[src/rtl/fifo_wr_arb.sv]
// Round-robin arbiter merging N_REQ valid/ready write streams into one FIFO write port,
// granting up to BURST_LEN words per owner. Define FIFO_WR_ARB_STATS_EN to add word_cnt_o.
module fifo_wr_arb #(
  parameter int DWIDTH    = 16,
  parameter int AWIDTH    = 8,
  parameter int N_REQ     = 4,
  parameter int BURST_LEN = 4
) (
  input  logic                    clk_i,
  input  logic                    arst_n_i,
  input  logic [N_REQ-1:0]        req_valid_i,
  input  logic [N_REQ*DWIDTH-1:0] req_data_i,
  output logic [N_REQ-1:0]        req_ready_o,
  input  logic [AWIDTH:0]         fifo_usedw_i,
  output logic                    fifo_wrreq_o,
  output logic [DWIDTH-1:0]       fifo_data_o,
  output logic [N_REQ-1:0]        grant_o,
  output logic                    busy_o
`ifdef FIFO_WR_ARB_STATS_EN
  , output logic [N_REQ*16-1:0]   word_cnt_o
`endif
);

  // Handshake: a word moves on a rising edge when req_valid_i[k] && req_ready_o[k];
  // valid may not depend on ready, and ready is only ever high for the current owner.

  localparam int PTR_W = (N_REQ > 1) ? $clog2(N_REQ) : 1;
  localparam int CNT_W = $clog2(BURST_LEN) + 1;
  localparam logic [AWIDTH+1:0] DEPTH_W   = {2'b01, {AWIDTH{1'b0}}};
  localparam logic [CNT_W-1:0]  LAST_BEAT = CNT_W'(BURST_LEN - 1);
  localparam logic [PTR_W-1:0]  LAST_REQ  = PTR_W'(N_REQ - 1);

  typedef enum logic {
    S_IDLE  = 1'b0,
    S_GRANT = 1'b1
  } state_t;

  state_t           state;
  logic [PTR_W-1:0] rr_ptr;
  logic [PTR_W-1:0] owner;
  logic [CNT_W-1:0] beat_cnt;

  logic [AWIDTH+1:0] fill_sum;
  logic              space;
  logic              owner_valid;
  logic [DWIDTH-1:0] owner_data;
  logic              transfer;
  logic              release_now;
  logic [PTR_W-1:0]  next_ptr;
  logic [PTR_W-1:0]  pick;
  logic              arb_found;
  int                arb_idx;

  // The word already registered for writing counts against free space.
  always_comb begin
    fill_sum    = {1'b0, fifo_usedw_i} + {{(AWIDTH+1){1'b0}}, fifo_wrreq_o};
    space       = (fill_sum < DEPTH_W);
    owner_valid = req_valid_i[owner];
    owner_data  = req_data_i[int'(owner)*DWIDTH +: DWIDTH];
    transfer    = (state == S_GRANT) && owner_valid && space;
    release_now = (state == S_GRANT) &&
                  ((transfer && (beat_cnt == LAST_BEAT)) || !owner_valid);
    next_ptr    = (owner == LAST_REQ) ? '0 : owner + 1'b1;
  end

  always_comb begin
    req_ready_o = '0;
    if (state == S_GRANT) req_ready_o[owner] = space;
  end

  // First valid requester at or above rr_ptr, wrapping modulo N_REQ.
  always_comb begin
    pick      = '0;
    arb_found = 1'b0;
    arb_idx   = 0;
    for (int i = 0; i < N_REQ; i++) begin
      arb_idx = int'(rr_ptr) + i;
      if (arb_idx >= N_REQ) arb_idx = arb_idx - N_REQ;
      if (!arb_found && req_valid_i[PTR_W'(arb_idx)]) begin
        pick      = PTR_W'(arb_idx);
        arb_found = 1'b1;
      end
    end
  end

  always_ff @(posedge clk_i or negedge arst_n_i) begin
    if (!arst_n_i) begin
      state        <= S_IDLE;
      rr_ptr       <= '0;
      owner        <= '0;
      beat_cnt     <= '0;
      fifo_wrreq_o <= 1'b0;
      fifo_data_o  <= '0;
      grant_o      <= '0;
      busy_o       <= 1'b0;
    end else begin
      fifo_wrreq_o <= transfer;
      if (transfer) fifo_data_o <= owner_data;

      case (state)
        S_IDLE: begin
          if (arb_found) begin
            state    <= S_GRANT;
            owner    <= pick;
            beat_cnt <= '0;
            grant_o  <= {{(N_REQ-1){1'b0}}, 1'b1} << pick;
            busy_o   <= 1'b1;
          end
        end
        S_GRANT: begin
          if (transfer) beat_cnt <= beat_cnt + 1'b1;
          // A stall for space keeps the grant; only a finished burst or a dropped valid releases.
          if (release_now) begin
            state   <= S_IDLE;
            rr_ptr  <= next_ptr;
            grant_o <= '0;
            busy_o  <= 1'b0;
          end
        end
        default: begin
          state   <= S_IDLE;
          grant_o <= '0;
          busy_o  <= 1'b0;
        end
      endcase
    end
  end

`ifdef FIFO_WR_ARB_STATS_EN
  logic [15:0] word_cnt [N_REQ];

  always_ff @(posedge clk_i or negedge arst_n_i) begin
    if (!arst_n_i) begin
      for (int k = 0; k < N_REQ; k++) word_cnt[k] <= '0;
    end else if (transfer) begin
      word_cnt[owner] <= word_cnt[owner] + 16'd1;
    end
  end

  for (genvar g = 0; g < N_REQ; g++) begin : g_cnt_out
    assign word_cnt_o[g*16 +: 16] = word_cnt[g];
  end
`endif

endmodule

[config.mk]
export PLATFORM = sky130hd
export DESIGN_NAME = fifo_wr_arb
export DESIGN_NICKNAME = d
export VERILOG_FILES = /design/src/rtl/fifo_wr_arb.sv
export SDC_FILE = /design/constraint.sdc
export NUM_CORES = 1
export LEC_CHECK = 0
export BUFFER_PORTS_ARGS = -buffer_cell sky130_fd_sc_hd__buf_2
export CELL_PAD_IN_SITES_DETAIL_PLACEMENT = 1
export CELL_PAD_IN_SITES_GLOBAL_PLACEMENT = 2
export CORE_MARGIN = 5
export CORE_UTILIZATION = 27
export CTS_BUF_LIST = sky130_fd_sc_hd__clkbuf_8
export CTS_CLUSTER_DIAMETER = 30
export CTS_CLUSTER_SIZE = 14
export DETAILED_ROUTE_END_ITERATION = 6
export PLACE_DENSITY = 0.93
export SLEW_MARGIN = 0
export SYNTH_ARGS = -nofsm -noshare
export SYNTH_HDL_FRONTEND = slang
export SYNTH_SLANG_ARGS = --single-unit
[constraint.sdc]
create_clock -name clk_i -period 2.1 [get_ports clk_i]
set_input_delay 0.525 -clock clk_i [delete_from_list [all_inputs] [get_ports clk_i]]
set_output_delay 0.525 -clock clk_i [all_outputs]
set_load 0.01 [all_outputs]
==> run summary, run 1 <==
outcome = finished, final reports clean
RR Endpoint = fifo_data_o[14]
initial DRC count = 27
largest cells by area after synthesis = dfrtp_1 42%, mux4_2 21%, mux2_2 6.9%, ha_1 4.2%, mux2_1 3.1%
period utilisation layout = 93.46%
first-pass GRT wire length = 8.714 mm
Syn Nets = 218
final max-slew violation count = 0
fmax = 509.5 MHz
Overall Power = 3.190 mW
Clock Power Share = 14.5%
Sw Ratio = 36.26%
Post-Syn Area per Cell = 13.56 µm²
CTS tree = yes
crit path max-delay cell type = dfrtp_1
core region area = 6422 µm²
Worst VDD drop = 0.3336 mV
number of max-cap violations = 0
CTS Hold Bufs = 0
highest-count cells in the layout ignoring fill and taps = 104 x buf_2, 30 x dfrtp_1, 17 x mux4_2
Placement Rows = 29
crit-path cells = buf_6 > inv_1 > ha_1 > and2_1 > buf_2
Period minus WS final = 1.963 ns
Num CTS Buffers = 5
Synth Warn # = 0
Least-Margin Pin Slew = 0.6981 ns
part of the power in registers = 33.1%
dpl ws = 0.1423 ns
gp weighted congestion = 0.7542
Layout fillers = 752
CTS clk-pin slew, worst paths = 0.07 ns
Gate power share = 52.4%
initial antenna violation count = 0
relative slew slack = 53.46%
Power Dens Cells = 1268 nW/µm²
fin area = 2516 µm²
Total GRT Usage = 12.71%
Non-Filler Instances = 322
crit-path max cell delay = 0.42 ns
Worst Path Arrival = 1.44 ns
sequential area share after synthesis = 41.64%
final setup vio count = 0
area delta synth->final = 39.56%
worst setup path start = owner[0]
R2R depth = 4
vias in the first global route = 1772
r2r startpoint = owner[1]
WP depth = 5
dpl cells = 314
antenna cell count = 0
CP Capture Point = req_ready_o[2]
layout cells sized above 1 = 62.04%
Pint = 2.033 mW
most common cell after layout, fill and taps aside = buf_2
post-DP HPWL = 4.367 mm
Hold Fails Final Rpt = 0
Max clock buf depth = 2
CP required = 1.57 ns
CP bufs+invs = 3
GR Overflow Total = 0
largest net degree at the start of global routing = 31
total number of vias = 1561
Root Driver = clkbuf_8
routed wire length per instance = 16.09 µm
area post-placement = 2421 µm²
Initial Util = 28.07%
Yosys top cell by area = dfrtp_1
drt total wl = 5.182 mm
Post-Syn Instances = 133
Top delay family on crit path = flip-flops
H-tree Lvls = 2
CP Class = flip-flop to output port
drc violations = 0
synthesized cell area = 1803 µm²
Yosys reg bits = 30
vias per std cell = 4.848
number of port buffers = 104
antenna-violating nets left = 0
Setup crit start kind = flip-flop
HP Class = input pin to asynchronous set/reset pin
Worst R2R Setup Slack = 0.33 ns
CP max FO = 12
Die Ht = 91.72 µm
Setup WS post-layout = 0.1372 ns
Worst setup EP type = output port
Die X = 91.72 µm
final setup TNS = 0 ns
final setup skew = 0.006882 ns
Net Sw Power = 1.157 mW
I/O pins = 105
RSZ-0062 raised after global routing = no
Num Clock Sinks = 30
Final Net Count = 329
P_leak = 1.273 nW
worst skew pair latency = 0.27 ns
Distinct cells, synth = 34
Yosys top cell area share = 41.64%
full die area = 8412 µm²
Pre-antenna DRT Iters = 3
[power groups by stage]
stage / sequential, mW / clock (mW) / combinational, mW
after floorplan: 1.12 / 0 / 1.08
after global placement: 1.05 / 0 / 1.67
after detailed placement: 1.07 / 0 / 1.72
after CTS: 1.06 / 0.490 / 1.72
after global routing: 1.10 / 0.524 / 1.85
final: 1.06 / 0.464 / 1.67
[cell type report]
class | count | area, µm² | share of cell area (%)
clock buffer | 6 | 82.58 | 3.282
clock inverter | 2 | 8.758 | 0.3481
inverter | 8 | 30.03 | 1.193
multi-input combinational | 88 | 970.9 | 38.59
sequential | 30 | 750.7 | 29.84
tap | 77 | 96.34 | 3.829
timing repair buffer | 111 | 576.8 | 22.92
[cells in the mapped netlist]
library cell / instances
a21o_1: 2
a21oi_1: 4
a32o_1: 2
a32o_2: 1
a32oi_1: 1
and2_1: 4
and2b_1: 1
buf_1: 1
buf_2: 2
buf_4: 2
buf_6: 2
dfrtp_1: 30
ha_1: 6
inv_1: 8
mux2_1: 5
mux2_2: 11
mux2_4: 2
mux2i_1: 4
mux4_2: 17
nand2_1: 9
nand2b_1: 1
nand3_1: 1
nand4_1: 1
nor2_1: 4
nor4_1: 1
nor4_2: 1
o21a_1: 1
o21ai_0: 1
o22a_1: 1
o22ai_1: 3
o31a_2: 1
o31ai_1: 1
or2_2: 1
or3_1: 1
[how the worst min path moves through the flow]
stage               startpoint     endpoint  depth (start not counted)
detailed placement      busy_o       busy_o                          1
CTS                   arst_n_i       busy_o                          1
floorplan             arst_n_i  beat_cnt[0]                          0
finish                arst_n_i       busy_o                          1
global placement        busy_o       busy_o                          1
global route          arst_n_i       busy_o                          1
[registers in the layout (all words and copies together) (netlist names)]
register and count:
beat_cnt 3, busy_o 1, fifo_data_o 16, fifo_wrreq_o 1, grant_o 4, owner 2, rr_ptr 2, state 1
[layer usage]
metal,vias up,wire length [µm],track usage (%),part of all wire [%]
met5,-,0,0,0
met1,773,2124,14.40,41
met2,62,2651,23.31,51
li1,726,-,-,-
met3,0,406,4.664,7.8
met4,0,0,1.856,0
[metrics by stage]
stage | hold slack, ns | utilization, %
global placement | 0.4557 | 37.70
finish | 0.2968 | 39.18
global route | 0.3649 | 39.18
CTS | 0.3195 | 39.12
floorplan | 0.2294 | -
detailed placement | 0.4701 | 37.70
[repair_timing]
item | CTS | global route
endpoints found under the setup margin | 0 | 2
resized for setup | 0 | 1
setup buffers | 0 | 0
[logic make-up after synthesis]
kind of cell / count (synthesis) / synth area share, %
AO/OA/AOI/OAI: 18 / 7.356
adder cells (fa/ha/maj): 6 / 4.164
buffers and inverters: 15 / 4.510
flip-flops: 30 / 41.64
multiplexers: 39 / 35.11
AND/OR/NAND/NOR: 25 / 7.217
Power figures use the tool's default switching activity.
==> run 2, diff against run 1 <==
- CORE_ASPECT_RATIO: not set -> 0.9
- CTS_CLUSTER_DIAMETER: 30 -> 150
==> run 2 against run 1 <==
- clock power is 10% lower
- critical path depth stayed put
- wire length is 2.5% higher
- sequential power hardly changed
- global-route usage is 0.12 points higher
- non-clock buffer count is 1 higher
- first-iteration DRC count is 81% lower
- register-to-register slack hardly changed
- sequential share of layout area is 0.32 points lower
- die area hardly changed
- cell count is 4.0% higher
==> run summary, run 2 (same netlist as run 1, synthesis figures left out) <==
outcome = finished, final reports clean
post-layout util = 38.88%
antenna cell count = 0
total number of vias = 1569
CTS clk-pin slew, worst paths = 0.06 ns
crit path max-delay cell type = dfrtp_1
initial DRC count = 5
r2r startpoint = owner[0]
HP Class = input pin to asynchronous set/reset pin
Pre-antenna DRT Iters = 4
Total GRT Usage = 12.83%
final max-slew violation count = 0
largest net degree at the start of global routing = 31
vias in the first global route = 1703
period utilisation layout = 93.23%
most common cell after layout, fill and taps aside = buf_2
worst skew pair latency = 0.27 ns
relative slew slack = 53.81%
Power Dens Cells = 1258 nW/µm²
fmax = 510.8 MHz
grt met2 use = 22.88%
Max clock buf depth = 2
GR Overflow Total = 0
Worst R2R Setup Slack = 0.34 ns
first-pass GRT wire length = 8.314 mm
Root Driver = clkbuf_8
Setup crit start kind = flip-flop
drc violations = 0
Hold Fails Final Rpt = 0
max reg flops = 16
Worst Path Arrival = 1.43 ns
H-tree Lvls = 2
number of port buffers = 104
CP Class = flip-flop to output port
I/O pins = 105
fin area = 2547 µm²
Die Ht = 87.53 µm
Worst setup EP type = output port
Non-Filler Instances = 335
dpl cells = 328
Initial Util = 27.52%
final setup skew = 0.004157 ns
Die X = 96.14 µm
gr busiest metal = met2
Final Net Count = 330
P_leak = 1.280 nW
antenna-violating nets left = 0
crit-path max cell delay = 0.43 ns
Top reg by flops = fifo_data_o
grt met3 use = 4.494%
RSZ-0062 raised after global routing = no
CP max FO = 15
full die area = 8414 µm²
area delta synth->final = 41.29%
biggest regs = fifo_data_o: 16 flops, grant_o: 4 flops, beat_cnt: 3 flops
Period minus WS final = 1.958 ns
Layout fillers = 758
CP required = 1.57 ns
layout cells sized above 1 = 62.04%
RR Endpoint = fifo_data_o[0]
drt total wl = 5.313 mm
CTS tree = yes
initial antenna violation count = 0
post-DP HPWL = 4.484 mm
setup bufs post-CTS = 0
number of max-cap violations = 0
highest-count cells in the layout ignoring fill and taps = 104 x buf_2, 29 x dfrtp_1, 17 x mux4_2
gp weighted congestion = 0.7744
area post-placement = 2457 µm²
core region area = 6551 µm²
Placement Rows = 28
Num CTS Buffers = 5
Top delay family on crit path = flip-flops
R2R depth = 4
final setup vio count = 0
final setup TNS = 0 ns
Least-Margin Pin Slew = 0.6928 ns
met1 usage = 15.09%
CP bufs+invs = 3
Worst VDD drop = 0.4092 mV
area occupied by registers = 752.0 µm²
multi-input logic area = 970.9 µm²
routed wire length per instance = 15.86 µm
Num Clock Sinks = 30
vias per std cell = 4.684
crit-path cells = buf_12 > inv_1 > ha_1 > and2_1 > buf_2
[run 2: cell count changes in the layout (fill, tap and decap cells not counted), sizes merged]
cell    change
clkbuf      -1
inv         +1
buf         +1
clkinv      -1
[run 2: power by group]
part	switching [mW]	leakage [nW]	internal (mW)
Combinational	0.785	0.869	0.958
Clock	0.198	0.0466	0.218
Sequential	0.186	0.365	0.861
[run 2: worst max-delay path by stage]
stage,start,to,slack [ns],cells after the start
floorplan,owner[1],req_ready_o[1],0.26,5
global placement,fifo_usedw_i[5],req_ready_o[3],0.16,5
detailed placement,req_valid_i[3],fifo_data_o[0],0.14,5
CTS,owner[0],req_ready_o[0],0.05,5
global route,owner[0],req_ready_o[0],0.03,5
finish,owner[0],req_ready_o[0],0.14,5
[run 2: worst register-to-register path, stage by stage (launching register included)]
cell and delay [ns]:
dfrtp_1 0.43, mux4_2 0.54, nand2_1 0.15, buf_4 0.19, mux2_2 0.34
[run 2: area by class of cell]
class                   instances  area share, %
multi-input cells              88          38.11
flip-flops and latches         30          29.52
repair buffers                112          23.77
well taps                      90          4.420
clock buffers                   5          2.701
inverters                       8          1.179
clock inverters                 2         0.2947
[run 2: timing repair]
| action | CTS | global route |
|---|---|---|
| resized for setup | 1 | 3 |
| endpoints found under the setup margin | 2 | 3 |
| hold endpoints to repair | 0 | 0 |
| hold buffers | 0 | 0 |
[run 2: through the flow]
step                worst slack [ns]  hold WS (ns)  power [mW]
floorplan                     0.2630        0.2294       2.201
global placement              0.1638        0.4643       2.760
detailed placement            0.1389        0.4712       2.822
CTS                          0.04640        0.3179       3.270
global route                 0.02687        0.3663       3.484
finish                        0.1422        0.2908       3.206
[run 2: metal layers]
layer	wire length (µm)	up-vias
li1	-	726
met5	0	-
met4	0	0
met2	2699	71
met1	2016	772
met3	596	0
==> run 3, diff against run 2 <==
- CORE_UTILIZATION: 27 -> 26
- CTS_BUF_LIST: sky130_fd_sc_hd__clkbuf_8 -> sky130_fd_sc_hd__clkbuf_16
- HOLD_SLACK_MARGIN: not set -> 0.08
- PLACE_DENSITY: 0.93 -> 0.9
==> run 3 against run 2 <==
- non-clock buffer count fell by 3
- sequential share of layout area fell by 0.44 points
- clock power rose by 58%
- largest cell class unchanged
- via count fell by 0.70%
- global-route usage fell by 0.91 points
- first-iteration DRC count rose to 9.0 times the previous value
- final area rose by 1.5%
- worst hold slack improved by 0.0090 ns
- cell count fell by 0.60%
- largest power group unchanged
==> run summary, run 3 (same netlist as run 1, synthesis figures left out) <==
Initial Util = 27.09%
number of max-cap violations = 0
Setup crit start kind = input pin
multi-input logic area = 970.9 µm²
I/O pins = 105
Hold Fails Final Rpt = 0
setup bufs post-CTS = 0
initial antenna violation count = 0
area occupied by registers = 752.0 µm²
Final Net Count = 327
Pre-antenna DRT Iters = 4
post-layout util = 38.85%
vias per std cell = 4.679
CP required = 1.57 ns
relative slew slack = 53.03%
biggest regs = fifo_data_o: 16 flops, grant_o: 4 flops, beat_cnt: 3 flops
total number of vias = 1558
drc violations = 0
fin area = 2586 µm²
Num CTS Buffers = 5
CTS clk-pin slew, worst paths = 0.05 ns
Max clock buf depth = 2
Period minus WS final = 1.972 ns
drt total wl = 5.023 mm
hold slack final = 0.2998 ns
initial DRC count = 45
worst skew pair latency = 0.27 ns
routed wire length per instance = 15.08 µm
Worst Path Arrival = 1.45 ns
antenna-violating nets left = 0
HP Class = input pin to asynchronous set/reset pin
Least-Margin Pin Slew = 0.7046 ns
antenna cell count = 0
area delta synth->final = 43.44%
fmax = 507.1 MHz
number of port buffers = 104
most common cell after layout, fill and taps aside = buf_2
final setup TNS = 0 ns
dpl ws = 0.1152 ns
max reg flops = 16
gp weighted congestion = 0.7995
CP max FO = 5
Non-Filler Instances = 333
post-DP HPWL = 4.130 mm
vias in the first global route = 1656
dpl cells = 325
area post-placement = 2447 µm²
first-pass GRT wire length = 8.307 mm
final setup vio count = 0
Setup WS post-layout = 0.1281 ns
core region area = 6656 µm²
outcome = finished, final reports clean
CTS tree = yes
Top reg by flops = fifo_data_o
GR Overflow Total = 0
Worst setup EP type = output port
Overall Power = 3.400 mW
H-tree Lvls = 2
final setup skew = 0.007811 ns
period utilisation layout = 93.90%
full die area = 8702 µm²
Die Ht = 89 µm
Total GRT Usage = 11.92%
highest-count cells in the layout ignoring fill and taps = 104 x buf_2, 29 x dfrtp_1, 17 x mux4_2
RSZ-0062 raised after global routing = no
Num Clock Sinks = 30
Worst VDD drop = 0.5327 mV
largest net degree at the start of global routing = 31
Layout fillers = 762
layout cells sized above 1 = 61.73%
Placement Rows = 28
final max-slew violation count = 0
Power Dens Cells = 1315 nW/µm²
CP Class = input pin to output port
P_leak = 1.291 nW
Die X = 97.78 µm
Root Driver = clkbuf_16
CTS Hold Bufs = 0
==> run 3: per-layer routing <==
layer | global-route usage, % | vias to the layer above | routed length [µm]
li1 | - | 726 | -
met1 | 14.78 | 763 | 2013
met2 | 20.78 | 66 | 2585
met3 | 3.900 | 3 | 404
met4 | 2.264 | 0 | 18
met5 | 0 | - | 0
==> run 3: timing repair <==
action,4_1_cts,5_1_grt
endpoints found under the hold margin,0,0
gates resized for setup,1,0
setup endpoints to repair,1,0
==> run 3: worst max-delay path: stages <==
cell	delay (ns)
buf_2	0.08
nand4_1	0.14
o31a_2	0.40
and2_1	0.17
buf_2	0.13
==> run 3: cell type report <==
class,instances,area share [%]
Multi-Input combinational cell,88,37.54
Timing Repair Buffer,109,22.54
Clock inverter,3,0.4838
Clock buffer,5,4.838
Tap cell,90,4.354
Sequential cell,30,29.08
Inverter,8,1.161
==> run 3: path summary, 6_finish.rpt <==
check | startpoint | end | slack, ns | depth (start not counted)
min in group clk_i | busy_o | busy_o | 0.48 | 1
max reg2reg | owner[0] | fifo_data_o[3] | 0.34 | 4
min | arst_n_i | state | 0.30 | 1
max | fifo_usedw_i[5] | req_ready_o[1] | 0.13 | 5
min reg2reg | busy_o | busy_o | 0.48 | 1
max in group asynchronous | arst_n_i | owner[1] | 1.31 | 1
==> run 3: where the power goes <==
part           internal [mW]  switching [mW]
Clock                  0.426           0.233
Combinational          0.940           0.748
Sequential             0.862           0.191
